[config.mk]
export PLATFORM = sky130hd
export DESIGN_NAME = rf_write_arbiter_flat
export DESIGN_NICKNAME = d
export VERILOG_FILES = /design/src/rtl/rf_write_arbiter_if.sv /design/src/rtl/rf_write_arbiter.sv /design/src/flat_wrapper.sv
export SDC_FILE = /design/constraint.sdc
export NUM_CORES = 1
export LEC_CHECK = 0
export BUFFER_PORTS_ARGS = -buffer_cell sky130_fd_sc_hd__clkbuf_2
export CORE_MARGIN = 5
export CORE_UTILIZATION = 48
export DETAILED_ROUTE_END_ITERATION = 8
export GPL_TIMING_DRIVEN = 0
export PLACE_DENSITY = 0.87
export SLEW_MARGIN = 0
export SYNTH_ARGS = -nofsm -noshare
export SYNTH_HDL_FRONTEND = slang
export SYNTH_SLANG_ARGS = --single-unit
export TNS_END_PERCENT = 30
[constraint.sdc]
create_clock -name clk -period 5.5 [get_ports clk]
set_input_delay 1.1 -clock clk [delete_from_list [all_inputs] [get_ports clk]]
set_output_delay 1.1 -clock clk [all_outputs]
set_load 0.02 [all_outputs]
[src/rtl/rf_write_arbiter_if.sv]
// Register-file write-port bundle: pipeline writeback (wb0), multicycle writeback (wb1),
// issue notifications and the resulting write port / scoreboard / status outputs.
interface rf_write_arbiter_if;
    logic        wb0_valid;
    logic [4:0]  wb0_rd;
    logic [31:0] wb0_data;
    logic        wb1_valid;
    logic [4:0]  wb1_rd;
    logic [31:0] wb1_data;
    logic        wb1_ready;
    logic        iss_valid;
    logic [4:0]  iss_rd;
    logic        rf_we;
    logic [4:0]  rf_wa;
    logic [31:0] rf_wd;
    logic [31:0] busy;
    logic        stall_o;
    logic        protocol_err;

    modport master (
        output wb0_valid, wb0_rd, wb0_data,
        output wb1_valid, wb1_rd, wb1_data,
        output iss_valid, iss_rd,
        input  wb1_ready, rf_we, rf_wa, rf_wd, busy, stall_o, protocol_err
    );

    modport slave (
        input  wb0_valid, wb0_rd, wb0_data,
        input  wb1_valid, wb1_rd, wb1_data,
        input  iss_valid, iss_rd,
        output wb1_ready, rf_we, rf_wa, rf_wd, busy, stall_o, protocol_err
    );
endinterface

[src/rtl/rf_write_arbiter.sv]
// Single write-port arbiter (wb0 priority) with multicycle scoreboard and protocol checker.
// Define RF_ARB_STARVE_GUARD_EN to compile in the wb1 starvation guard (stall_o).
module rf_write_arbiter #(
    parameter int STARVE_LIMIT = 4
) (
    input logic           clk,
    input logic           rst,
    rf_write_arbiter_if.slave bus
);

    if (STARVE_LIMIT < 1 || STARVE_LIMIT > 15) begin : g_bad_limit
        $error("STARVE_LIMIT must be in 1..15");
    end

    logic        wb0_own;
    logic        wb1_req;
    logic        wb1_ready_c;
    logic        wb1_hs;
    logic [31:1] busy_hi;
    logic [31:0] busy_vec;
    logic        stall_reg;
    logic        err_stall;
    logic        err_iss;
    logic        err_wb1;
    logic        protocol_err_reg;

    assign wb0_own  = bus.wb0_valid && (bus.wb0_rd != 5'd0);
    assign wb1_req  = bus.wb1_valid && (bus.wb1_rd != 5'd0);
    assign busy_vec = {busy_hi, 1'b0};

    // Grant is purely combinational; reset masks every output handshake immediately.
    always_comb begin
        wb1_ready_c = 1'b0;
        bus.rf_we   = 1'b0;
        bus.rf_wa   = 5'd0;
        bus.rf_wd   = 32'd0;
        if (!rst) begin
            wb1_ready_c = bus.wb1_valid && ((bus.wb1_rd == 5'd0) || !wb0_own);
            if (wb0_own) begin
                bus.rf_we = 1'b1;
                bus.rf_wa = bus.wb0_rd;
                bus.rf_wd = bus.wb0_data;
            end else if (wb1_req) begin
                bus.rf_we = 1'b1;
                bus.rf_wa = bus.wb1_rd;
                bus.rf_wd = bus.wb1_data;
            end
        end
    end

    assign wb1_hs        = bus.wb1_valid && wb1_ready_c;
    assign bus.wb1_ready = wb1_ready_c;

    genvar gi;
    generate
        for (gi = 1; gi < 32; gi++) begin : g_busy
            logic set_bit;
            logic clr_bit;
            assign set_bit = bus.iss_valid && (bus.iss_rd == 5'(gi));
            assign clr_bit = wb1_hs && (bus.wb1_rd == 5'(gi));
            // An issue landing on the same edge as the retiring writeback re-arms the bit.
            always_ff @(posedge clk or posedge rst) begin
                if (rst)          busy_hi[gi] <= 1'b0;
                else if (set_bit) busy_hi[gi] <= 1'b1;
                else if (clr_bit) busy_hi[gi] <= 1'b0;
            end
        end
    endgenerate

    assign bus.busy = busy_vec;

`ifdef RF_ARB_STARVE_GUARD_EN
    localparam logic [3:0] STALL_AT = 4'(STARVE_LIMIT - 1);

    logic [3:0] wait_cnt_reg;

    always_ff @(posedge clk or posedge rst) begin
        if (rst) begin
            wait_cnt_reg <= 4'd0;
            stall_reg    <= 1'b0;
        end else if (!bus.wb1_valid || wb1_hs) begin
            wait_cnt_reg <= 4'd0;
            stall_reg    <= 1'b0;
        end else begin
            if (wait_cnt_reg != 4'hF) wait_cnt_reg <= wait_cnt_reg + 4'd1;
            if (wait_cnt_reg == STALL_AT) stall_reg <= 1'b1;
        end
    end

    assign err_stall = wb0_own && stall_reg;
`else
    assign stall_reg = 1'b0;
    assign err_stall = 1'b0;
`endif

    assign bus.stall_o = stall_reg;

    assign err_iss = bus.iss_valid && (bus.iss_rd != 5'd0) && busy_vec[bus.iss_rd];
    assign err_wb1 = wb1_hs && (bus.wb1_rd != 5'd0) && !busy_vec[bus.wb1_rd];

    always_ff @(posedge clk or posedge rst) begin
        if (rst)                                protocol_err_reg <= 1'b0;
        else if (err_iss || err_wb1 || err_stall) protocol_err_reg <= 1'b1;
    end

    assign bus.protocol_err = protocol_err_reg;

endmodule

[src/flat_wrapper.sv]
// flat-port wrapper written by rule: the top's interface ports become plain ports
module rf_write_arbiter_flat 
#(
    parameter int STARVE_LIMIT = 4
)
  (clk, rst, bus_wb0_valid, bus_wb0_rd, bus_wb0_data, bus_wb1_valid, bus_wb1_rd, bus_wb1_data, bus_iss_valid, bus_iss_rd, bus_wb1_ready, bus_rf_we, bus_rf_wa, bus_rf_wd, bus_busy, bus_stall_o, bus_protocol_err);
  rf_write_arbiter_if bus_i ();
  input logic clk;
  input logic rst;
  input wire logic [$bits(bus_i.wb0_valid)-1:0] bus_wb0_valid;
  input wire logic [$bits(bus_i.wb0_rd)-1:0] bus_wb0_rd;
  input wire logic [$bits(bus_i.wb0_data)-1:0] bus_wb0_data;
  input wire logic [$bits(bus_i.wb1_valid)-1:0] bus_wb1_valid;
  input wire logic [$bits(bus_i.wb1_rd)-1:0] bus_wb1_rd;
  input wire logic [$bits(bus_i.wb1_data)-1:0] bus_wb1_data;
  input wire logic [$bits(bus_i.iss_valid)-1:0] bus_iss_valid;
  input wire logic [$bits(bus_i.iss_rd)-1:0] bus_iss_rd;
  output wire logic [$bits(bus_i.wb1_ready)-1:0] bus_wb1_ready;
  output wire logic [$bits(bus_i.rf_we)-1:0] bus_rf_we;
  output wire logic [$bits(bus_i.rf_wa)-1:0] bus_rf_wa;
  output wire logic [$bits(bus_i.rf_wd)-1:0] bus_rf_wd;
  output wire logic [$bits(bus_i.busy)-1:0] bus_busy;
  output wire logic [$bits(bus_i.stall_o)-1:0] bus_stall_o;
  output wire logic [$bits(bus_i.protocol_err)-1:0] bus_protocol_err;
  assign bus_i.wb0_valid = bus_wb0_valid;
  assign bus_i.wb0_rd = bus_wb0_rd;
  assign bus_i.wb0_data = bus_wb0_data;
  assign bus_i.wb1_valid = bus_wb1_valid;
  assign bus_i.wb1_rd = bus_wb1_rd;
  assign bus_i.wb1_data = bus_wb1_data;
  assign bus_i.iss_valid = bus_iss_valid;
  assign bus_i.iss_rd = bus_iss_rd;
  assign bus_wb1_ready = bus_i.wb1_ready;
  assign bus_rf_we = bus_i.rf_we;
  assign bus_rf_wa = bus_i.rf_wa;
  assign bus_rf_wd = bus_i.rf_wd;
  assign bus_busy = bus_i.busy;
  assign bus_stall_o = bus_i.stall_o;
  assign bus_protocol_err = bus_i.protocol_err;
  rf_write_arbiter #(.STARVE_LIMIT(STARVE_LIMIT)) u_core (.clk(clk), .rst(rst), .bus(bus_i));
endmodule
; Yosys cells after proc, flatten, opt, wreduce, memory -nomap -nowiden
; Cells that the tools add are included.
; Widths: inputs -> output; s select.
[totals]
ff_bits = 32
romBits = 0
in_bits = 84
latch_bits = 0
ramBits = 0
n_memories = 0
[op_classes]
n_shift = 0
div_mod_pow = 0
n_bitwise = 0
mux = 76
mul = 0
order_cmp = 2
n_reduce_logical = 109
n_addsub = 0
eq_ne = 62
[op_table]
columns = cell, count
row1 = $eq 5x5->1 const B, 32
row2 = $mux 32, 3
row3 = $eq 5x4->1 const B, 16
row4 = $logic_and 1x1->1, 70
row5 = $mux 1, 68
row6 = $reduce_bool 2->1, 31
row7 = $eq 5x3->1 const B, 8
row8 = $eq 5x2->1 const B, 4
row9 = $mux 5, 3
row10 = $reduce_bool 5->1, 3
row11 = $lt 5x6->1 const B, 2
row12 = $bmux 1 s5, 2
row13 = $eq 5x1->1 const B, 2
row14 = $logic_not 5->1, 1
row15 = $logic_not 1->1, 2
row16 = $logic_or 1x1->1, 2

; Logic depth before layout (Yosys ltp)
[logic_depth]
word_depth = 10
mapped_depth = 7

; Worst setup path after synthesis
; OpenSTA, ideal clock, no wires.
[synth_path]
kind = input to output
startpoint = in rst
endpoint = out bus_rf_wd[0]
n_path_buf = 2
stages = 6
setup_slack_ns = 1.985
arrival_ns = 2.415
path_cell_list = or4b_1 o22ai_2 and2_1 buf_4 buf_6 a22o_1
[synth_via]
elab_chain_len = 1
[synth_rtl]
columns = item, line
row1 = start: declaration, flat_wrapper.sv:9  ; input logic rst;
row2 = $mux 32, rf_write_arbiter.sv:37  ; if (!rst) begin
row3 = end: declaration, flat_wrapper.sv:21  ; output wire logic [$bits(bus_i.rf_wd)-1:0] bus_rf_wd;
; No other way between the ends.

; Worst setup path after layout
[layout_path]
startpoint = in bus_wb0_valid
endpoint = out bus_rf_wa[3]
[layout_via]
elab_chain_len = 3
[layout_rtl]
columns = item, line
row1 = start: declaration, flat_wrapper.sv:10  ; input wire logic [$bits(bus_i.wb0_valid)-1:0] bus_wb0_valid;
row2 = $logic_and 1x1->1, rf_write_arbiter.sv:27  ; assign wb0_own = bus.wb0_valid && (bus.wb0_rd != 5'd0);
row3 = $mux 5, rf_write_arbiter.sv:39  ; if (wb0_own) begin
row4 = $mux 5, rf_write_arbiter.sv:37
row5 = end: declaration, flat_wrapper.sv:20  ; output wire logic [$bits(bus_i.rf_wa)-1:0] bus_rf_wa;
; No other way between the ends.

==> impl_metrics.env <==
export IMPL_grt_pass1_vias=3103
export IMPL_p_clk_frac=0.234
export IMPL_max_slew_margin_rel=0.659
export IMPL_cts_tree="done"
export IMPL_synth_ff_type="dfrtp_1"
export IMPL_grt_pass1_wl_mm=15.8
export IMPL_die_width_um=84.8
export IMPL_antenna_found_initial=0
export IMPL_p_int_w=0.000502
export IMPL_worstSkewPairLatency_ns=0.28
export IMPL_crit_required_ns=4.40
export IMPL_routed_via_count=3132
export IMPL_grt_use_total=0.272
export IMPL_leakagePower_nw=1.78
export IMPL_die_area_mm2=0.00719
export IMPL_ant_nets=0
export IMPL_cp_max_fo=10
export IMPL_p_seq_frac=0.373
export IMPL_cts_setup_buffers=0
export IMPL_cts_buffers=5
export IMPL_maxCapViolCount=0
export IMPL_worst_clock_skew_ns=0.00234
export IMPL_vias_per_cell=6.20
export IMPL_dp_hpwl_mm=7.99
export IMPL_routed_wl_mm=9.90
export IMPL_placedCellCount=496
export IMPL_drive_gt1_frac=0.469
export IMPL_synth_distinct_cells=49
export IMPL_p_sw_w=0.000288
export IMPL_period_needed_ns=3.92
export IMPL_start_util=0.491
export IMPL_outcome="finished clean"
export IMPL_htreeDepth=2
export IMPL_largest_reg_flops=31
export IMPL_area_growth_pct=35.8
export IMPL_synth_cells=273
export IMPL_rsz0062_at_grt="no"
export IMPL_fmax_ghz=0.255
export IMPL_hold_violations=0
export IMPL_diodes=0
export IMPL_critPathCaptureType="output pin"
export IMPL_syn_avg_cell_area_um2=9.84
export IMPL_clock_sinks=32
export IMPL_worst_setup_path_type="in2out"
export IMPL_ys_ff_latch=32
export IMPL_netlist_area_mm2=0.00269
export IMPL_ios=157
export IMPL_yosys_warnings=0
export IMPL_p_comb_frac=0.393
export IMPL_setup_violations=0
export IMPL_io_buffer_count=150
export IMPL_yosysSeqAreaShare=0.298
export IMPL_fin_cells=505
export IMPL_postCtsHoldBufs=0
export IMPL_grt_max_degree=34
export IMPL_drt_initial_drc_count=293
export IMPL_rows=27
export IMPL_cts_clk_slew_worst_paths_ns=0.06
export IMPL_nets=516
export IMPL_ctsLongestPathBuffers=2
export IMPL_final_setup_tns_ns=0
export IMPL_cts_resized_gates=0
export IMPL_dieHeight_um=84.8
export IMPL_synth_edf_count=0
export IMPL_powerDensity_mw_per_mm2=217
export IMPL_cp_arrival_ns=2.82
export IMPL_cp_start_kind="primary input"
export IMPL_maxSlewViolCount=0
export IMPL_gp_congestion=0.948
export IMPL_core_mm2=0.00547
export IMPL_drt_first_pass_iters=6
export IMPL_irDropWorstVdd_mv=0.182
export IMPL_period_share=0.712
export IMPL_wire_per_inst_um=19.6
export IMPL_tightestPinTransition_ns=0.512
export IMPL_switching_share=0.365
export IMPL_async_reset_ff_frac=1.00
export IMPL_grt_overflow_total=0
export IMPL_drc=0
export IMPL_min_path_type="reg2reg"
export IMPL_cts_root_buf="clkbuf_8"
layout make-up:
type,instances,area (um2)
plain buffers,26,146
well taps,72,90.1
clock buffers,8,90.1
flip-flops and latches,32,801
repair buffers,151,778
fillers,477,1820
multi-input cells,196,1670
inverters,20,75.1
power by group through the flow:
stage                     clock, W  sequential, W  combinational (W)
after detailed placement         0       0.000300           0.000306
after global routing      0.000203       0.000300           0.000332
after global placement           0       0.000298           0.000303
after floorplan                  0       0.000329           0.000158
final                     0.000185       0.000295           0.000311
after CTS                 0.000188       0.000295           0.000308
final timing paths:
kind                                      from                 endpoint  slack (ns)  cells after the start
setup / recovery                 bus_wb0_valid             bus_rf_wa[3]        1.58                      7
hold / removal             u_core.bus.busy[29]      u_core.bus.busy[29]        0.54                      1
setup reg to reg            u_core.bus.busy[8]  u_core.bus.protocol_err        4.01                      4
hold reg to reg            u_core.bus.busy[29]      u_core.bus.busy[29]        0.54                      1
max in group asynchronous                  rst      u_core.bus.busy[26]        4.28                      3
min in group asynchronous                  rst       u_core.bus.busy[5]        0.80                      2
placed cells by master, fill, tap and decap left out, types with 11 or more instances in the layout:
cell	instances
o21ai_0	12
mux4_2	13
a22oi_1	11
a22o_1	37
inv_1	19
nand4_1	18
clkbuf_1	11
clkbuf_2	150
nor2_1	11
dfrtp_1	32
synthesized netlist by cell type, drive strengths merged (2+ instances only):
| cell type | n | area [um2] |
|---|---|---|
| o31a | 2 | 26.3 |
| dfrtp | 32 | 801 |
| a21o | 3 | 22.5 |
| nand2 | 9 | 33.8 |
| a221oi | 2 | 17.5 |
| a2111oi | 4 | 97.6 |
| o2bb2ai | 9 | 78.8 |
| inv | 20 | 75.1 |
| o221ai | 2 | 17.5 |
| and2 | 4 | 25.0 |
| a21oi | 7 | 35.0 |
| nand3b | 2 | 27.5 |
| a22o | 37 | 324 |
| clkbuf | 9 | 33.8 |
| nand4b | 2 | 17.5 |
| nand4 | 18 | 113 |
| a32oi | 3 | 26.3 |
| or2 | 2 | 12.5 |
| o21ai | 15 | 75.1 |
| buf | 17 | 113 |
| mux2 | 4 | 45.0 |
| mux4 | 13 | 293 |
| o22ai | 2 | 18.8 |
| nor3 | 3 | 15.0 |
| a22oi | 11 | 82.6 |
| nor2b | 7 | 43.8 |
| nor2 | 13 | 53.8 |
| a32o | 3 | 30.0 |
| nand2b | 7 | 43.8 |
per-layer routing:
metal  share of wire  vias to the layer above  wire [um]  GRT usage
li1                -                     1392          -          -
met1            0.37                     1487       3640      0.326
met2            0.51                      216       5030      0.485
met3           0.099                       37        979     0.0534
met4           0.026                        0        257     0.0950
met5               0                        -          0          0
through the flow:
stage | setup slack [ns] | power (W) | util | hold slack, ns | instance area (um2)
finish | 1.58 | 0.000791 | 0.667 | 0.539 | 3650
global route | 1.40 | 0.000835 | 0.667 | 0.554 | 3650
CTS | 1.58 | 0.000790 | 0.662 | 0.533 | 3620
detailed placement | 1.60 | 0.000606 | 0.645 | 0.519 | 3530
global placement | 1.63 | 0.000601 | 0.645 | 0.516 | 3530
floorplan | 1.98 | 0.000487 | - | 0.610 | 2690
cell families after synthesis:
| kind of cell | after synthesis | synth area share |
|---|---|---|
| AND/OR/NAND/NOR | 74 | 0.165 |
| flip-flops | 32 | 0.298 |
| other | 1 | 0.00140 |
| multiplexers | 18 | 0.129 |
| buffers and inverters | 46 | 0.0824 |
| AO/OA/AOI/OAI | 102 | 0.324 |
critical path, stage by stage:
cell	delay, ns
clkbuf_2	0.14
nor2b_1	0.25
o31a_1	0.17
clkbuf_1	0.28
clkbuf_1	0.45
a22o_1	0.24
clkbuf_2	0.19
No activity file was read; power rests on OpenSTA's default activity.
